File: src/rtl/mat_dma_master.sv
// Bus master M1: loads A and B operands from memory into the multiplier's FIFOs, then writes the multiply kick.
// Latency: 3 cycles per element after a 1-cycle request; with constant grant, done is in cycle 51 after start.
// Backpressure: grant loss sends the block back to REQ and it retries the current element (or the kick); no push is repeated.
// Optional feature: MATDMA_WAIT_OPDONE_EN holds the block in FIN after the kick until op_done, so done marks multiply completion.
module mat_dma_master #(
    parameter int ADDR_W      = 8,
    parameter int DATA_W      = 32,
    parameter int A_BASE      = 32,
    parameter int B_BASE      = 64,
    parameter int FIFO_A_ADDR = 0,
    parameter int FIFO_B_ADDR = 1,
    parameter int START_ADDR  = 3
) (
    input  logic              clk,
    input  logic              reset,
    input  logic              start,
    input  logic              op_done,
    input  logic              M1_grant,
    input  logic [DATA_W-1:0] M_din,
    output logic              M1_req,
    output logic              M1_wr,
    output logic [ADDR_W-1:0] M1_address,
    output logic [DATA_W-1:0] M1_dout,
    output logic              busy,
    output logic              done
);

    typedef enum logic [2:0] {
        S_IDLE = 3'd0,
        S_REQ  = 3'd1,
        S_RD   = 3'd2,
        S_WAIT = 3'd3,
        S_WR   = 3'd4,
        S_KICK = 3'd5,
`ifdef MATDMA_WAIT_OPDONE_EN
        S_FIN  = 3'd6,
`endif
        S_DONE = 3'd7
    } state_t;

    state_t     state;
    logic [3:0] k;          // element index: 0..7 from A, 8..15 from B
    logic       kick_pend;  // set once all 16 pushes are done; a regrant resumes at KICK

`ifndef MATDMA_WAIT_OPDONE_EN
    logic unused_op_done;
    assign unused_op_done = op_done;
`endif

    // Source address for element kk: A walks 0,1,0,1,2,3,2,3 and B walks 0,2,1,3,0,2,1,3
    function automatic logic [ADDR_W-1:0] rd_addr(input logic [3:0] kk);
        logic [ADDR_W-1:0] off;
        off = '0;
        if (kk[3]) begin
            off[1:0] = {kk[0], kk[1]};
            rd_addr  = ADDR_W'(B_BASE) + off;
        end else begin
            off[1:0] = {kk[2], kk[0]};
            rd_addr  = ADDR_W'(A_BASE) + off;
        end
    endfunction

    // FIFO push target for element kk
    function automatic logic [ADDR_W-1:0] tgt_addr(input logic [3:0] kk);
        tgt_addr = kk[3] ? ADDR_W'(FIFO_B_ADDR) : ADDR_W'(FIFO_A_ADDR);
    endfunction

    // Control FSM; every bus output is registered alongside the state it belongs to
    always_ff @(posedge clk) begin
        if (reset) begin
            state      <= S_IDLE;
            k          <= 4'd0;
            kick_pend  <= 1'b0;
            M1_req     <= 1'b0;
            M1_wr      <= 1'b0;
            M1_address <= '0;
            M1_dout    <= '0;
            busy       <= 1'b0;
            done       <= 1'b0;
        end else begin
            case (state)
                S_IDLE: begin
                    if (start) begin
                        state     <= S_REQ;
                        k         <= 4'd0;
                        kick_pend <= 1'b0;
                        M1_req    <= 1'b1;
                        busy      <= 1'b1;
                    end
                end
                S_REQ: begin
                    if (M1_grant) begin
                        if (kick_pend) begin
                            state      <= S_KICK;
                            M1_wr      <= 1'b1;
                            M1_address <= ADDR_W'(START_ADDR);
                            M1_dout    <= DATA_W'(1);
                        end else begin
                            state      <= S_RD;
                            M1_wr      <= 1'b0;
                            M1_address <= rd_addr(k);
                        end
                    end
                end
                S_RD: begin
                    state <= M1_grant ? S_WAIT : S_REQ;
                end
                S_WAIT: begin
                    // read data arrives one cycle after the address, so it is captured here, not in RD
                    if (!M1_grant) begin
                        state <= S_REQ;
                    end else begin
                        state      <= S_WR;
                        M1_wr      <= 1'b1;
                        M1_address <= tgt_addr(k);
                        M1_dout    <= M_din;
                    end
                end
                S_WR: begin
                    if (!M1_grant) begin
                        // push not accepted: re-read this element after regrant
                        state <= S_REQ;
                        M1_wr <= 1'b0;
                    end else if (k == 4'd15) begin
                        state      <= S_KICK;
                        kick_pend  <= 1'b1;
                        M1_address <= ADDR_W'(START_ADDR);
                        M1_dout    <= DATA_W'(1);
                    end else begin
                        state      <= S_RD;
                        k          <= k + 4'd1;
                        M1_wr      <= 1'b0;
                        M1_address <= rd_addr(k + 4'd1);
                    end
                end
                S_KICK: begin
                    if (!M1_grant) begin
                        state <= S_REQ;
                        M1_wr <= 1'b0;
                    end else begin
                        kick_pend <= 1'b0;
`ifdef MATDMA_WAIT_OPDONE_EN
                        state     <= S_FIN;
                        M1_wr     <= 1'b0;
`else
                        state      <= S_DONE;
                        M1_req     <= 1'b0;
                        M1_wr      <= 1'b0;
                        M1_address <= '0;
                        M1_dout    <= '0;
                        busy       <= 1'b0;
                        done       <= 1'b1;
`endif
                    end
                end
`ifdef MATDMA_WAIT_OPDONE_EN
                S_FIN: begin
                    if (op_done) begin
                        state      <= S_DONE;
                        M1_req     <= 1'b0;
                        M1_address <= '0;
                        M1_dout    <= '0;
                        busy       <= 1'b0;
                        done       <= 1'b1;
                    end
                end
`endif
                S_DONE: begin
                    state <= S_IDLE;
                    done  <= 1'b0;
                end
                default: begin
                    state <= S_IDLE;
                end
            endcase
        end
    end

endmodule

File: config.mk
export PLATFORM = sky130hd
export DESIGN_NAME = mat_dma_master
export DESIGN_NICKNAME = d
export VERILOG_FILES = /design/src/rtl/mat_dma_master.sv
export SDC_FILE = /design/constraint.sdc
export NUM_CORES = 1
export LEC_CHECK = 0
export ABC_AREA = 1
export CORE_MARGIN = 2
export CORE_UTILIZATION = 30
export CTS_BUF_LIST = sky130_fd_sc_hd__clkbuf_8
export DETAILED_ROUTE_END_ITERATION = 8
export GPL_TIMING_DRIVEN = 0
export PLACE_DENSITY_LB_ADDON = 0.25
export SLEW_MARGIN = 5
export SYNTH_ARGS = -nofsm -noshare
export SYNTH_HDL_FRONTEND = slang
export SYNTH_SLANG_ARGS = --single-unit
File: constraint.sdc
create_clock -name clk -period 2 [get_ports clk]
set_input_delay 0.5 -clock clk [delete_from_list [all_inputs] [get_ports clk]]
set_output_delay 0.5 -clock clk [all_outputs]
set_load 0.01 [all_outputs]
After elaboration in Yosys (flattened, before gate mapping)
Cells that the tools add are included.
Word-level totals
  memories kept: 0
  ROM bits: 0
  flip-flop bits (word level): 51
  bits in latches: 0
  output and inout bits: 44
  bits in writable memories: 0
Cells by class
  bitwise gates (word level): 0
  multiply operators: 0
  reduce and logical (&&, ||, !) cells: 14
  div/mod/pow operators: 0
  eq/ne operators: 16
  shift operators: 0
  mux-type cells: 44
  add/sub/neg operators: 5
  order comparisons: 0
Operator list (count)
  2-to-1 mux 32 bit: 6
  case mux 32 bit (4 select lines): 1
  2-to-1 mux 8 bit: 8
  case mux 8 bit (4 select lines): 1
  2-to-1 mux 3 bit: 7
  case mux 3 bit (6 select lines): 1
  adder 7 x 2 -> 8 bit (first input constant): 2
  != test 2 bit (second input constant): 8
  adder 6 x 2 -> 7 bit (first input constant): 2
  2-to-1 mux 4 bit: 3
  2-to-1 mux 1 bit: 11
  AND reduction 5 bit: 2
  equality test 3 bit (second input constant): 3
  case mux 4 bit (2 select lines): 1
  AND reduction 4 bit: 2
  AND reduction 7 bit: 1
  equality test 3 x 2 -> 1 bit (second input constant): 2
  nonzero test 2 bit: 3
  adder 4 x 1 -> 4 bit (second input constant): 1
  equality test 4 bit (second input constant): 1
  case mux 1 bit (2 select lines): 2
  case mux 1 bit (4 select lines): 1
  AND reduction 2 bit: 2
  nonzero test 4 bit: 1
  7 further kinds: 7

Depth between registers and ports, before layout
  depth in word-level cells: 6
  gate-level depth with buffers: 10

Worst setup path after synthesis
Ideal clock, no wire load.
  path type: reg-to-reg
  start: reg k[0]
  end: reg M1_dout[10]
  data required time: 1868 ps
  library setup time: 132 ps
  cell stages (with the launch flop): 8
  path slack: 535 ps
  arrival: 1332 ps
  period minus slack after synthesis: 1465 ps
  cells stage by stage: dfxtp_1 -> ha_1 -> nand3_1 -> nand2_4 -> nand3_2 -> buf_6 -> nand2_1 -> a21oi_1
On the way
  cells in the longest elaborated chain, start to end: 3
RTL lines
  start: declaration: line 42  | logic [3:0] k;
  start signal: assignment: line 131  | k <= k + 4'd1;
  equality test 4 bit: line 124  | end else if (k == 4'd15) begin
  != test 2 bit (no source line)
  AND reduction 7 bit (no source line)
  end signal: assignment: line 116  | M1_dout <= M_din;
  end: declaration: line 23  | output logic [DATA_W-1:0] M1_dout,
Every way passes these cells.
A chain may end at the register's enable or synchronous reset.

Final worst setup path
  start: reg busy
  end: out busy
RTL lines
  start: declaration: line 24  | output logic busy,
  start signal: assignment: line 78  | busy <= 1'b0;
  start signal: assignment: line 88  | busy <= 1'b1;
  start signal: assignment: line 151  | busy <= 1'b0;
No word-level cell between the ends.

==> impl_metrics.ini <==
[outcome]
outcome = finished clean

[routing]
dr.first_iter.drc_count = 103
drc = 0
antenna_left = 0
vias = 2637
drt-total-wl_mm = 7.00
drtPass1Iterations = 4
via_per_inst = 4.64
avgRoutedWirePerCell_microns = 12.3

[worst_setup_path]
cp.arrival_ns = 1.31
critPathBufInv = 2
crit_path_cell_trace = buf_4, clkdlybuf4s50_1
path_class = flop to output pin
startpoint_type = flop
slowest_delay_ns = 0.52
end_kind = output pin
crit_fanout = 3
cp_slowest_cell = clkdlybuf4s50_1
cp_top_family = buffers and inverters
required_ns = 1.50

[finish]
multiInputGateArea_sq_mm = 0.00120
diodes = 0
drive_gt1_share_pct = 9.94
finalNetCount = 500
finalInstanceArea_sq_mm = 0.00353
fin_cells = 568
num-fill-cells = 871
area.growth.synth_to_final_pct = 38.1
fin_util_pct = 42.8
seqCellArea_sq_um = 941

[clocking]
numCtsBuffers = 5
cts_resized = 0
cts_tree = done
cts.htree.levels = 2
clk_pin_slew_ns = 0.08
hold_buffers = 0
cts_buffer_depth = 2
clock-sinks = 47
cts-root-buf = clkbuf_8
cts_setup_buffers = 0
clock_latency_ns = 0.30

[power]
power_density_mw_per_mm2 = 797
p_leak_uw = 0.00147
max-vdd-ir-drop_uv = 307

[placed_design]
dpl.hpwl_mm = 5.10
placed_area_sq_mm = 0.00345
post-place-ws_ns = -0.107
place_congestion = 0.851
io_buffers = 75
dp.cells = 560

[logic_synthesis]
ys_dominant_reg_cell = dfxtp_1
synth_most_common_cell = nand2_1
yosysUniqueCellTypes = 28
synth_area_sq_mm = 0.00256
synth_area_leaders = dfxtp_1, nand2_1, nand4_1
synth_top_cell_area_share_pct = 36.8
synth_edf_count = 0
yosys.area.top_type = dfxtp_1
ys_seq_area_share_pct = 36.8
syn_inst = 377
ys_ff_latch = 47
async_reset_ff_share_pct = 0
syn_avg_cell_area_sq_um = 6.78
ys_top_cells_by_count = nand2_1, nor2_1, dfxtp_1, inv_1, a21oi_1
synth-warning-count = 0

[timing]
slew_viol_final = 0
final.setup.tns_ns = 0
rsz0062_at_grt = no
finalWorstSetupSlack_ns = 0.190
skew_ns = 0.00665
finalSetupViolCount = 0
period_needed_ns = 1.81
hold_violations = 0
tightestPinTransition_ns = 0.502
slew_headroom_pct = 66.5
fmax_mhz = 552
period_share_pct = 90.5

[floorplanning]
coreArea_sq_mm = 0.00826
ios = 81
dieArea_sq_mm = 0.00928
die_h_microns = 96.3
row_count = 33
start_util_pct = 31.0
die_w_microns = 96.3

[grt]
grt_max_degree = 14
grt_pass1_vias = 2347
track_usage_pct = 15.1
met1_usage_pct = 19.8
antenna_found_initial = 0
use_met3_pct = 3.05
grt_pass1_wl_mm = 11.2
use_met2_pct = 25.1
grt-busiest-layer = met2
overflow = 0

[run]
timing.max_cap.violations = 0

[worst_hold_path]
hold_class = flop to flop
==> layout make-up <==
class	instances	area share, %
multi-input cells	251	33.9
flip-flops and latches	47	26.6
repair buffers	75	21.3
plain buffers	29	6.52
inverters	53	5.67
well taps	105	3.72
clock buffers	5	1.95
clock inverters	3	0.354
==> layer usage <==
layer / vias up / share of wire [%]
met5: - / 0
met1: 1193 / 46
met4: 0 / 1.1
li1: 1368 / -
met3: 5 / 6.4
met2: 71 / 46
==> power by group <==
| group | switching [uW] | internal, uW |
|---|---|---|
| Clock | 311 | 236 |
| Combinational | 693 | 480 |
| Sequential | 72.4 | 1020 |
| Total | 1080 | 1740 |
==> layout by cell type, fill, tap and decap left out <==
master	count
nand4_1	36
o21a_1	2
ha_1	1
buf_4	7
clkbuf_1	6
inv_1	49
nand3_2	3
conb_1	4
clkinv_2	2
buf_6	5
dfxtp_1	47
a31oi_1	3
buf_1	1
clkinv_1	1
o21ai_0	11
clkdlybuf4s50_1	75
buf_12	1
inv_2	4
nor2_2	2
clkbuf_8	5
buf_2	6
a21oi_1	39
nor2_4	3
or2_2	1
buf_8	3
nor2_1	57
nand2_2	3
nand2_1	73
nand3_1	12
nand2_4	1
==> worst paths after layout <==
check,startpoint,end,slack (ns),depth (start not counted)
hold / removal,M1_dout[21],M1_dout[21],0.46,2
setup / recovery,busy,busy,0.19,2
hold reg to reg,M1_dout[21],M1_dout[21],0.46,2
setup reg to reg,k[0],M1_dout[25],0.21,7
==> stage by stage <==
| step | total power, uW | hold WS [ns] |
|---|---|---|
| 2_1_floorplan | 1920 | 0.482 |
| 3_3_place_gp | 2270 | 0.449 |
| 3_5_place_dp | 2290 | 0.452 |
| 4_1_cts | 2850 | 0.464 |
| 5_1_grt | 3040 | 0.482 |
| 6_report | 2820 | 0.463 |
==> state kept, by name, summed over array words and instances, names as in the netlist <==
register,count
k,4
done,1
kick_pend,1
busy,1
state,3
M1_dout,32
M1_wr,1
M1_address,4
==> worst register-to-register path: cells and delay by family, from the launching register on <==
kind,cells,cell delay (ns)
adder cells (fa/ha/maj),1,0.24
AO/OA/AOI/OAI,1,0.06
flip-flops,1,0.45
buffers and inverters,1,0.20
AND/OR/NAND/NOR,4,0.72
==> logic make-up after synthesis <==
family / synth area share [%]
AOI/OAI and AO/OA: 11.1
buffers and inverters: 16.8
and+or+nand+nor: 34.6
adders and majority gates: 0.489
DFF: 36.8
other: 0.147
Power figures use the tool's default switching activity.
